--- src/rtl/design_select_loader_if.sv ---
// Design-select loader bus: the three async configuration pins plus the committed
// selection outputs that feed the shared design multiplexer.
interface design_select_loader_if;
  logic       cfg_csn;
  logic       cfg_sck;
  logic       cfg_sdi;
  logic [5:0] des_sel;
  logic       hold_if_not_sel;
  logic       sync_inputs;
  logic       sel_reset;
  logic       cfg_busy;
  logic       cfg_err;

  modport master (
    output cfg_csn, cfg_sck, cfg_sdi,
    input  des_sel, hold_if_not_sel, sync_inputs, sel_reset, cfg_busy, cfg_err
  );

  modport slave (
    input  cfg_csn, cfg_sck, cfg_sdi,
    output des_sel, hold_if_not_sel, sync_inputs, sel_reset, cfg_busy, cfg_err
  );
endinterface

--- src/rtl/design_select_loader.sv ---
// Receives a 9-bit serial select frame on async pins, checks length and even parity,
// commits the selection atomically and then pulses a reset toward the chosen design.
module design_select_loader #(
  parameter int         SYNC_STAGES  = 2,
  parameter int         RESET_CYCLES = 16,
  parameter logic [5:0] DEFAULT_SEL  = 6'd0
) (
  input  logic                  clock,
  input  logic                  reset,
  design_select_loader_if.slave cfg
);
  localparam int CNT_W = $clog2(RESET_CYCLES + 1);

  typedef enum logic [1:0] {
    IDLE     = 2'd0,
    SHIFT    = 2'd1,
    COMMIT   = 2'd2,
    RST_HOLD = 2'd3
  } state_t;

  function automatic logic parity_ok(input logic [8:0] frame);
    return ~(^frame);
  endfunction

  logic [SYNC_STAGES-1:0] csn_sync_r;
  logic [SYNC_STAGES-1:0] sck_sync_r;
  logic [SYNC_STAGES-1:0] sdi_sync_r;
  logic                   csn_last_r;
  logic                   sck_last_r;
  logic                   csn_fall_s;
  logic                   csn_rise_s;
  logic                   sck_rise_s;
  logic                   sdi_s;

  state_t                 state_r;
  logic [8:0]             shift_r;
  logic [3:0]             bit_cnt_r;
  logic [CNT_W-1:0]       rst_cnt_r;
  logic [5:0]             des_sel_r;
  logic                   hold_r;
  logic                   sync_in_r;
  logic                   sel_reset_r;
  logic                   busy_r;
  logic                   err_r;

  // Pin synchronisers; csn resets high so a quiet pin never looks like a frame start
  always_ff @(posedge clock) begin
    if (reset) begin
      csn_sync_r <= {SYNC_STAGES{1'b1}};
      sck_sync_r <= {SYNC_STAGES{1'b0}};
      sdi_sync_r <= {SYNC_STAGES{1'b0}};
      csn_last_r <= 1'b1;
      sck_last_r <= 1'b0;
    end else begin
      csn_sync_r <= {csn_sync_r[SYNC_STAGES-2:0], cfg.cfg_csn};
      sck_sync_r <= {sck_sync_r[SYNC_STAGES-2:0], cfg.cfg_sck};
      sdi_sync_r <= {sdi_sync_r[SYNC_STAGES-2:0], cfg.cfg_sdi};
      csn_last_r <= csn_sync_r[SYNC_STAGES-1];
      sck_last_r <= sck_sync_r[SYNC_STAGES-1];
    end
  end

  assign csn_fall_s = csn_last_r & ~csn_sync_r[SYNC_STAGES-1];
  assign csn_rise_s = ~csn_last_r & csn_sync_r[SYNC_STAGES-1];
  assign sck_rise_s = ~sck_last_r & sck_sync_r[SYNC_STAGES-1];
  assign sdi_s      = sdi_sync_r[SYNC_STAGES-1];

  // Frame FSM; csn edges outside IDLE/SHIFT are ignored, which drops frames sent while busy
  always_ff @(posedge clock) begin
    if (reset) begin
      state_r     <= IDLE;
      shift_r     <= 9'd0;
      bit_cnt_r   <= 4'd0;
      rst_cnt_r   <= '0;
      des_sel_r   <= DEFAULT_SEL;
      hold_r      <= 1'b1;
      sync_in_r   <= 1'b0;
      sel_reset_r <= 1'b0;
      busy_r      <= 1'b0;
      err_r       <= 1'b0;
    end else begin
      case (state_r)
        IDLE: begin
          if (csn_fall_s) begin
            shift_r   <= 9'd0;
            bit_cnt_r <= 4'd0;
            state_r   <= SHIFT;
          end
        end
        SHIFT: begin
          if (csn_rise_s) begin
            if ((bit_cnt_r == 4'd9) && parity_ok(shift_r)) begin
              busy_r  <= 1'b1;
              state_r <= COMMIT;
            end else begin
              err_r   <= 1'b1;
              state_r <= IDLE;
            end
          end else if (sck_rise_s) begin
            shift_r <= {shift_r[7:0], sdi_s};
            if (bit_cnt_r != 4'd15) begin
              bit_cnt_r <= bit_cnt_r + 4'd1;
            end
          end
        end
        COMMIT: begin
          des_sel_r   <= shift_r[8:3];
          hold_r      <= shift_r[2];
          sync_in_r   <= shift_r[1];
          err_r       <= 1'b0;
          sel_reset_r <= 1'b1;
          rst_cnt_r   <= CNT_W'(RESET_CYCLES);
          state_r     <= RST_HOLD;
        end
        RST_HOLD: begin
          // sel_reset was raised on the commit edge, so the last counted cycle drops it
          if (rst_cnt_r <= CNT_W'(1)) begin
            rst_cnt_r   <= '0;
            sel_reset_r <= 1'b0;
            busy_r      <= 1'b0;
            state_r     <= IDLE;
          end else begin
            rst_cnt_r <= rst_cnt_r - CNT_W'(1);
          end
        end
        default: begin
          sel_reset_r <= 1'b0;
          busy_r      <= 1'b0;
          state_r     <= IDLE;
        end
      endcase
    end
  end

  assign cfg.des_sel         = des_sel_r;
  assign cfg.hold_if_not_sel = hold_r;
  assign cfg.sync_inputs     = sync_in_r;
  assign cfg.sel_reset       = sel_reset_r;
  assign cfg.cfg_busy        = busy_r;
  assign cfg.cfg_err         = err_r;
endmodule

--- src/flat_wrapper.sv ---
// flat-port wrapper written by rule: the top's interface ports become plain ports
module design_select_loader_flat 
#(
  parameter int         SYNC_STAGES  = 2,
  parameter int         RESET_CYCLES = 16,
  parameter logic [5:0] DEFAULT_SEL  = 6'd0
)
  (clock, reset, cfg_cfg_csn, cfg_cfg_sck, cfg_cfg_sdi, cfg_des_sel, cfg_hold_if_not_sel, cfg_sync_inputs, cfg_sel_reset, cfg_cfg_busy, cfg_cfg_err);
  design_select_loader_if cfg_i ();
  input  logic clock;
  input  logic reset;
  input wire logic [$bits(cfg_i.cfg_csn)-1:0] cfg_cfg_csn;
  input wire logic [$bits(cfg_i.cfg_sck)-1:0] cfg_cfg_sck;
  input wire logic [$bits(cfg_i.cfg_sdi)-1:0] cfg_cfg_sdi;
  output wire logic [$bits(cfg_i.des_sel)-1:0] cfg_des_sel;
  output wire logic [$bits(cfg_i.hold_if_not_sel)-1:0] cfg_hold_if_not_sel;
  output wire logic [$bits(cfg_i.sync_inputs)-1:0] cfg_sync_inputs;
  output wire logic [$bits(cfg_i.sel_reset)-1:0] cfg_sel_reset;
  output wire logic [$bits(cfg_i.cfg_busy)-1:0] cfg_cfg_busy;
  output wire logic [$bits(cfg_i.cfg_err)-1:0] cfg_cfg_err;
  assign cfg_i.cfg_csn = cfg_cfg_csn;
  assign cfg_i.cfg_sck = cfg_cfg_sck;
  assign cfg_i.cfg_sdi = cfg_cfg_sdi;
  assign cfg_des_sel = cfg_i.des_sel;
  assign cfg_hold_if_not_sel = cfg_i.hold_if_not_sel;
  assign cfg_sync_inputs = cfg_i.sync_inputs;
  assign cfg_sel_reset = cfg_i.sel_reset;
  assign cfg_cfg_busy = cfg_i.cfg_busy;
  assign cfg_cfg_err = cfg_i.cfg_err;
  design_select_loader #(.SYNC_STAGES(SYNC_STAGES), .RESET_CYCLES(RESET_CYCLES), .DEFAULT_SEL(DEFAULT_SEL)) u_core (.clock(clock), .reset(reset), .cfg(cfg_i));
endmodule
--- config.mk ---
export PLATFORM = sky130hd
export DESIGN_NAME = design_select_loader_flat
export DESIGN_NICKNAME = d
export VERILOG_FILES = /design/src/rtl/design_select_loader_if.sv /design/src/rtl/design_select_loader.sv /design/src/flat_wrapper.sv
export SDC_FILE = /design/constraint.sdc
export NUM_CORES = 1
export LEC_CHECK = 0
export ABC_AREA = 1
export CORE_MARGIN = 1.5
export CORE_UTILIZATION = 35
export DETAILED_ROUTE_END_ITERATION = 10
export SLEW_MARGIN = 20
export SYNTH_ARGS = -nofsm -noshare
export SYNTH_HDL_FRONTEND = slang
export SYNTH_SLANG_ARGS = --single-unit
--- constraint.sdc ---
create_clock -name clock -period 3.8 [get_ports clock]
set_input_delay 1.14 -clock clock [delete_from_list [all_inputs] [get_ports clock]]
set_output_delay 1.14 -clock clock [all_outputs]
set_load 0.05 [all_outputs]
==> flow_summary.toml, run 1 <==
[grt]
grt_pass1_vias = 1362
antenna_found_initial = 0
overflow = 0
grt_pass1_wl_um = 5930
grt_use_total = 0.139
grt_max_degree = 19

[layout]
utilization = 0.432
syn_to_final_growth_pct = 16.1
multiInputGateArea_um2 = 866
layout.area.seq_um2 = 781
final_layout_size_suffix_gt1_frac = 0.104
antenna_cells = 0
fillers = 489
nNetsFinal = 262

[detailed_routing]
avgViaCountPerCell = 4.56
antenna_left = 0
routedWlPerCell_um = 10.4
drc = 0
first_pass_iters = 4
wl_um = 3310
drt_iter0_drc = 58
vias = 1446

[setup_path]
critPathLaunchType = "register"
r2r_setup_slack_ns = 1.56
crit_slowest_cell = "clkdlybuf4s50_1"
path_buf_inv = 1
cp.arrival_ns = 1.44
path_cells = "clkdlybuf4s50_1"
endpoint_kind = "output port"
critPathKind = "reg -> out"
required_ns = 2.66
worst-path-max-fanout = 2
cpPeakStageDelay_ns = 0.81
cp_top_family = "buffers and inverters"

[logic_synthesis]
async_flop_share = 0
yosysUniqueCellTypes = 35
synth_common_cells = "dfxtp_1, nand2_1, nor2_1, inv_1, a21oi_1"
synth_cells = 232
yosys_warnings = 0
postSynthAreaPerCell_um2 = 7.78
synth_edf_count = 0
synth.area.top_cells = "dfxtp_1, nand2_1, nor2_1, inv_1, ha_1"
synth_top_cell_by_area = "dfxtp_1"
yosysMostFrequentCell = "dfxtp_1"
syn_area_mm2 = 0.00181
ys.flop_type = "dfxtp_1"
yosysSeqAreaShare = 0.432
syn_nets = 245
synth_seq_cells = 39
synth_top_area_frac = 0.432

[place]
dpl.hpwl_um = 2440
gp_congestion = 0.802
io_buffers = 15

[floorplan]
die_y_um = 74.8
core_area_mm2 = 0.00485
pin_count = 16
start_util = 0.372
core.rowCount = 25
die_area_mm2 = 0.00560
die-width_um = 74.8

[pwr]
irDropWorstVdd_mv = 0.261
power_density_mw_per_mm2 = 690
leakagePower_uw = 0.000942

[timing]
fmax_mhz = 387
fin_crit_ns = 2.58
period_share = 0.679
tns_ns = 0
grt_setup_unrepaired = "false"
setup_viol = 0
report.final.hold_viol_count = 0
skew_ns = 0.00560
hold_slack_ns = 0.402
finalMaxSlewViolations = 0
worst_pin_slew_ns = 0.749
slew_headroom = 0.497

[clock_tree]
clk_path_buf_depth = 2
cts_htree_levels = 2
post_cts.repair.setup_buffers = 0
numClockSinks = 39
cts-resized-gates = 0
cts_tree = "built"
ctsRootBufferMaster = "clkbuf_8"
clk_pin_slew_ns = 0.07
worstSkewPairLatency_ns = 0.29
numCtsBuffers = 5
cts_hold_buffers = 0

[run]
cap_violations = 0

[hold_path]
hold_class = "reg -> reg"

[run_status]
status = "completed"
## final cells by class
class / instances / area share
flip-flops and latches: 39 / 0.373
repair buffers: 17 / 0.0788
inverters: 31 / 0.0555
well taps: 67 / 0.0400
clock buffers: 5 / 0.0328
multi-input cells: 155 / 0.413
clock inverters: 3 / 0.00716
## cell usage in the layout (no fill, tap or decap), types with 2 or more instances in the layout
master	n
nand3_1	8
or2_2	2
o21ai_0	12
xor2_1	4
a21oi_1	13
inv_2	3
dfxtp_1	39
a21boi_0	2
nor2_1	34
clkdlybuf4s50_1	15
buf_4	2
inv_1	28
o21ai_1	2
nand2_1	35
xnor2_1	2
nand2_4	2
clkinv_2	3
nor3_1	8
a211oi_1	8
ha_1	8
nand2_2	2
clkbuf_8	5
## per-stage QoR
stage | worst slack, ns | total power, uW | area (um^2) | std cells
global route | 1.17 | 1560 | 2100 | 317
global placement | 1.02 | 1180 | 2010 | 309
finish | 1.22 | 1450 | 2100 | 317
detailed placement | 0.986 | 1190 | 2010 | 309
CTS | 1.20 | 1460 | 2100 | 317
floorplan | 2.06 | 1050 | 1810 | 232
## where the power goes
part	leakage [uW]	switching (uW)	internal, uW
clock network	0.0000477	141	126
registers	0.000318	73.5	492
logic	0.000577	396	219
total	0.000942	610	836
## sequential cells by signal, summed over array words and instances (netlist names), named ones only
register,flops
u_core.bit_cnt_r,4
u_core.cfg.cfg_busy,1
u_core.cfg.cfg_err,1
u_core.cfg.des_sel,6
u_core.cfg.hold_if_not_sel,1
u_core.cfg.sel_reset,1
u_core.cfg.sync_inputs,1
u_core.csn_last_r,1
u_core.csn_sync_r,2
u_core.rst_cnt_r,5
u_core.sck_last_r,1
u_core.sck_sync_r,2
u_core.sdi_sync_r,2
u_core.shift_r,9
u_core.state_r,1
## layer usage
layer | GRT usage | share of wire | vias to the layer above
met1 | 0.176 | 0.50 | 630
met4 | 0.0545 | 0.015 | 0
met3 | 0.0415 | 0.040 | 6
met2 | 0.221 | 0.44 | 29
met5 | 0 | 0 | -
li1 | - | - | 781
## kinds of logic after synthesis
group           Yosys count  share of synthesized area
xor+xnor                  6                     0.0291
fa+ha+maj                 8                     0.0554
buf+inv                  38                     0.0880
simple gates             97                      0.245
flops                    39                      0.432
compound gates           44                      0.150
## final timing paths
path / start / to / cells past startpoint
worst min register to register: u_core.sck_sync_r[0] / u_core.sck_sync_r[1] / 2
worst max-delay path: u_core.cfg.des_sel[1] / cfg_des_sel[1] / 1
worst min-delay path: u_core.sck_sync_r[0] / u_core.sck_sync_r[1] / 2
worst max register to register: u_core.state_r[0] / u_core.bit_cnt_r[2] / 8
No activity file was read; power rests on OpenSTA's default activity.
==> inputs of run 2 (changes only) <==
==> constraint.sdc (replaced) <==
create_clock -name clock -period 2.45 [get_ports clock]
set_input_delay 0.735 -clock clock [delete_from_list [all_inputs] [get_ports clock]]
set_output_delay 0.735 -clock clock [all_outputs]
set_load 0.05 [all_outputs]
==> run 2 against run 1 <==
Compared with the run above:
- final area is 1.5% higher
- register-to-register slack worse by 1.1 ns
- clock skew is 0.0041 ns higher
- total power is 61% higher
- core utilization is 0.65 points higher
- die area stayed put
- sequential share of layout area is 0.55 points lower
==> flow_summary.toml, run 2 (synthesis gave the netlist of run 1 again) <==
[run_status]
status = "completed"

[clock_tree]
cts_hold_buffers = 0
numClockSinks = 39
ctsRootBufferMaster = "clkbuf_8"
clk_path_buf_depth = 2
cts_htree_levels = 2
cts_tree = "built"
cts-resized-gates = 0
numCtsBuffers = 5
clk_pin_slew_ns = 0.08
worstSkewPairLatency_ns = 0.30
post_cts.repair.setup_buffers = 0

[floorplan]
core_area_mm2 = 0.00485
die_y_um = 74.8
pin_count = 16
die-width_um = 74.8
core.rowCount = 25
die_area_mm2 = 0.00560
start_util = 0.372

[setup_path]
critPathKind = "reg -> out"
critPathLaunchType = "register"
required_ns = 1.71
endpoint_kind = "output port"
cp.arrival_ns = 1.45
cp_top_family = "buffers and inverters"
crit_slowest_cell = "clkdlybuf4s50_1"
r2r_setup_slack_ns = 0.51
path_cells = "clkdlybuf4s50_1"
cpPeakStageDelay_ns = 0.80
ff2ff_path_depth = 9
path_buf_inv = 1
worst-path-max-fanout = 2
rr_startpoint = "u_core.state_r[0]"
r2r-end = "u_core.bit_cnt_r[2]"

[grt]
gr-max-usage-layer = "met2"
grt_pass1_vias = 1308
use_met1 = 0.200
grt_max_degree = 17
grt_pass1_wl_um = 6090
antenna_found_initial = 0
overflow = 0
gr-usage-met2 = 0.214
grt_use_total = 0.147
grt_use_met3 = 0.0522

[timing]
fmax_mhz = 457
setup_viol = 0
fin_crit_ns = 2.19
tns_ns = 0
period_share = 0.892
finalMaxSlewViolations = 0
slew_headroom = 0.667
skew_ns = 0.00966
worst_pin_slew_ns = 0.498
grt_setup_unrepaired = "false"
report.final.hold_viol_count = 0

[place]
gp_congestion = 0.761
dpl.hpwl_um = 2510
io_buffers = 15
numPlacedInstances = 311

[detailed_routing]
vias = 1450
drc = 0
routedWlPerCell_um = 11.0
antenna_left = 0
first_pass_iters = 4
drt_iter0_drc = 64
wl_um = 3510
avgViaCountPerCell = 4.55

[layout]
largest_register_ffs = 9
final_cells = 319
antenna_cells = 0
mostFrequentLayoutCells = "dfxtp_1, nand2_1, nor2_1, inv_1, clkdlybuf4s50_1"
fillers = 499
syn_to_final_growth_pct = 17.8
regMostFlops = "u_core.shift_r"
final_common_cell = "dfxtp_1"
nNetsFinal = 264
final_layout_size_suffix_gt1_frac = 0.107

[pwr]
power_density_mw_per_mm2 = 1090
leakagePower_uw = 0.000956
irDropWorstVdd_mv = 0.421

[hold_path]
hold_path_end = "u_core.sck_sync_r[1]"
hp-start = "u_core.sck_sync_r[0]"
hold_class = "reg -> reg"
hold_depth = 2

[run]
cap_violations = 0
==> run 2: routing by layer <==
metal	up-vias	wire [um]
met5	-	0
met4	0	52
met3	5	122
met2	17	1440
met1	644	1900
li1	784	-
==> run 2: power by group <==
group	switching, uW	total [uW]	internal, uW
Combinational	614	963	349
Clock	229	486	257
Sequential	111	874	763
Total	955	2320	1370
==> run 2: worst max path at each step <==
stage | from | end | slack, ns | cells past startpoint
after detailed placement | register | u_core.bit_cnt_r[2] | 0.54 | 10
after global routing | u_core.cfg.cfg_busy | cfg_cfg_busy | 0.20 | 1
final | u_core.cfg.cfg_busy | cfg_cfg_busy | 0.26 | 1
after global placement | u_core.cfg.cfg_busy | cfg_cfg_busy | 0.58 | 1
after floorplan | u_core.state_r[0] | u_core.bit_cnt_r[3] | 0.88 | 10
after CTS | u_core.cfg.cfg_busy | cfg_cfg_busy | 0.25 | 1
==> run 2: through the flow <==
| step | cell area [um^2] | power (uW) | setup WS, ns | hold slack [ns] | utilization |
|---|---|---|---|---|---|
| after floorplan | 1810 | 1630 | 0.882 | 0.388 | - |
| after global placement | 2030 | 1840 | 0.585 | 0.393 | 0.418 |
| after detailed placement | 2030 | 1860 | 0.540 | 0.393 | 0.418 |
| after CTS | 2130 | 2350 | 0.247 | 0.410 | 0.439 |
| after global routing | 2130 | 2520 | 0.198 | 0.424 | 0.439 |
| final | 2130 | 2320 | 0.264 | 0.409 | 0.439 |
==> run 2: cell type report <==
cell class	count	area [um^2]	area share
sequential	39	781	0.367
multi-input combinational	155	866	0.407
inverter	31	116	0.0547
timing repair buffer	19	180	0.0847
tap	67	83.8	0.0394
clock buffer	8	100	0.0471
==> inputs of run 3 (changes only) <==
--- a/config.mk
+++ b/config.mk
@@ -9,6 +9,7 @@
 export CORE_MARGIN = 1.5
 export CORE_UTILIZATION = 35
 export DETAILED_ROUTE_END_ITERATION = 10
+export REMOVE_ABC_BUFFERS = 1
 export SLEW_MARGIN = 20
 export SYNTH_ARGS = -nofsm -noshare
 export SYNTH_HDL_FRONTEND = slang
==> constraint.sdc (replaced) <==
create_clock -name clock -period 2.4 [get_ports clock]
set_input_delay 0.72 -clock clock [delete_from_list [all_inputs] [get_ports clock]]
set_output_delay 0.72 -clock clock [all_outputs]
set_load 0.05 [all_outputs]
==> run 3 against run 2 <==
Compared with the run above:
- setup slack got worse by 0.041 ns
- clock skew decreased by 0.0027 ns
- final area increased by 1.2%
- clock-buffer cell count decreased by 2
- cell count increased by 0.31%
- sequential power increased by 2.5%
- non-clock buffer count increased by 1
- core utilization increased by 0.52 points
- die area unchanged
- register-to-register slack about the same
- combinational power increased by 1%
- critical path type unchanged
- critical endpoint is now cfg_cfg_err
==> flow_summary.toml, run 3 (synthesis gave the netlist of run 1 again) <==
[detailed_routing]
avgViaCountPerCell = 4.56
antenna_left = 0
drt_iter0_drc = 52
drc = 0
vias = 1458
wl_um = 3410
routedWlPerCell_um = 10.7
first_pass_iters = 4

[run_status]
status = "completed"

[floorplan]
core_area_mm2 = 0.00485
die_y_um = 74.8
die_area_mm2 = 0.00560
start_util = 0.372
die-width_um = 74.8
pin_count = 16
core.rowCount = 25

[place]
dp_slack_ns = 0.525
numPlacedInstances = 312
io_buffers = 15
gp_congestion = 0.746
dpl.hpwl_um = 2440

[timing]
finalMaxSlewViolations = 0
slew_headroom = 0.671
fin_crit_ns = 2.18
fmax_mhz = 459
tns_ns = 0
skew_ns = 0.00701
report.final.hold_viol_count = 0
worst_pin_slew_ns = 0.491
grt_setup_unrepaired = "false"
period_share = 0.907
setup_viol = 0
setup_ws_ns = 0.223

[clock_tree]
clk_path_buf_depth = 2
ctsRootBufferMaster = "clkbuf_8"
cts_htree_levels = 2
numCtsBuffers = 5
cts_hold_buffers = 0
post_cts.repair.setup_buffers = 0
clk_pin_slew_ns = 0.08
worstSkewPairLatency_ns = 0.30
cts-resized-gates = 0
cts_tree = "built"
numClockSinks = 39

[setup_path]
endpoint_kind = "output port"
crit_slowest_cell = "clkdlybuf4s50_1"
path_buf_inv = 1
required_ns = 1.68
worst-path-max-fanout = 2
cp.arrival_ns = 1.46
critPathKind = "reg -> out"
critPathLaunchType = "register"
cpPeakStageDelay_ns = 0.81
cp_top_family = "buffers and inverters"
path_cells = "clkdlybuf4s50_1"

[layout]
nNetsFinal = 265
mostFrequentLayoutCells = "dfxtp_1, nand2_1, nor2_1, inv_1, clkdlybuf4s50_1"
final_cells = 320
regMostFlops = "u_core.shift_r"
largest_register_ffs = 9
antenna_cells = 0
utilization = 0.444
final_layout_size_suffix_gt1_frac = 0.115
syn_to_final_growth_pct = 19.2
final_common_cell = "dfxtp_1"

[grt]
overflow = 0
antenna_found_initial = 0
grt_use_total = 0.144
grt_max_degree = 17
grt_pass1_vias = 1308
grt_pass1_wl_um = 6060

[hold_path]
hold_class = "reg -> reg"

[run]
cap_violations = 0

[pwr]
power_density_mw_per_mm2 = 1140
leakagePower_uw = 0.000971
irDropWorstVdd_mv = 0.664
total_power_uw = 2450
==> run 3: per-stage QoR <==
step	hold WS [ns]	cell area, um^2
after floorplan	0.388	1760
after global placement	0.392	2030
after detailed placement	0.401	2030
after CTS	0.415	2150
after global routing	0.425	2150
final	0.413	2150
==> run 3: final timing paths <==
kind / to / depth (start not counted) / slack [ns] / startpoint
worst min-delay path: u_core.sck_sync_r[1] / 2 / 0.41 / u_core.sck_sync_r[0]
worst max register to register: u_core.bit_cnt_r[3] / 10 / 0.50 / u_core.state_r[0]
worst max-delay path: cfg_cfg_err / 1 / 0.22 / u_core.cfg.cfg_err
worst min register to register: u_core.sck_sync_r[1] / 2 / 0.41 / u_core.sck_sync_r[0]
==> run 3: cell type report <==
type / count / area [um^2]
clock buffers: 6 / 82.6
clock inverters: 2 / 35.0
fillers: 490 / 2700
inverters: 31 / 116
multi-input cells: 155 / 866
flip-flops and latches: 39 / 781
well taps: 67 / 83.8
repair buffers: 20 / 188
==> run 3: metal layers <==
metal | global-route usage | vias up | part of all wire
met3 | 0.0321 | 8 | 0.037
li1 | - | 785 | -
met2 | 0.231 | 28 | 0.43
met5 | 0 | - | 0
met4 | 0.0727 | 0 | 0.023
met1 | 0.181 | 637 | 0.51
==> run 3: power breakdown <==
| part | internal (uW) | leakage, uW | switching (uW) |
|---|---|---|---|
| sequential | 779 | 0.000318 | 117 |
| combinational | 360 | 0.000592 | 614 |
| clock | 337 | 0.0000612 | 241 |
| total | 1480 | 0.000971 | 972 |
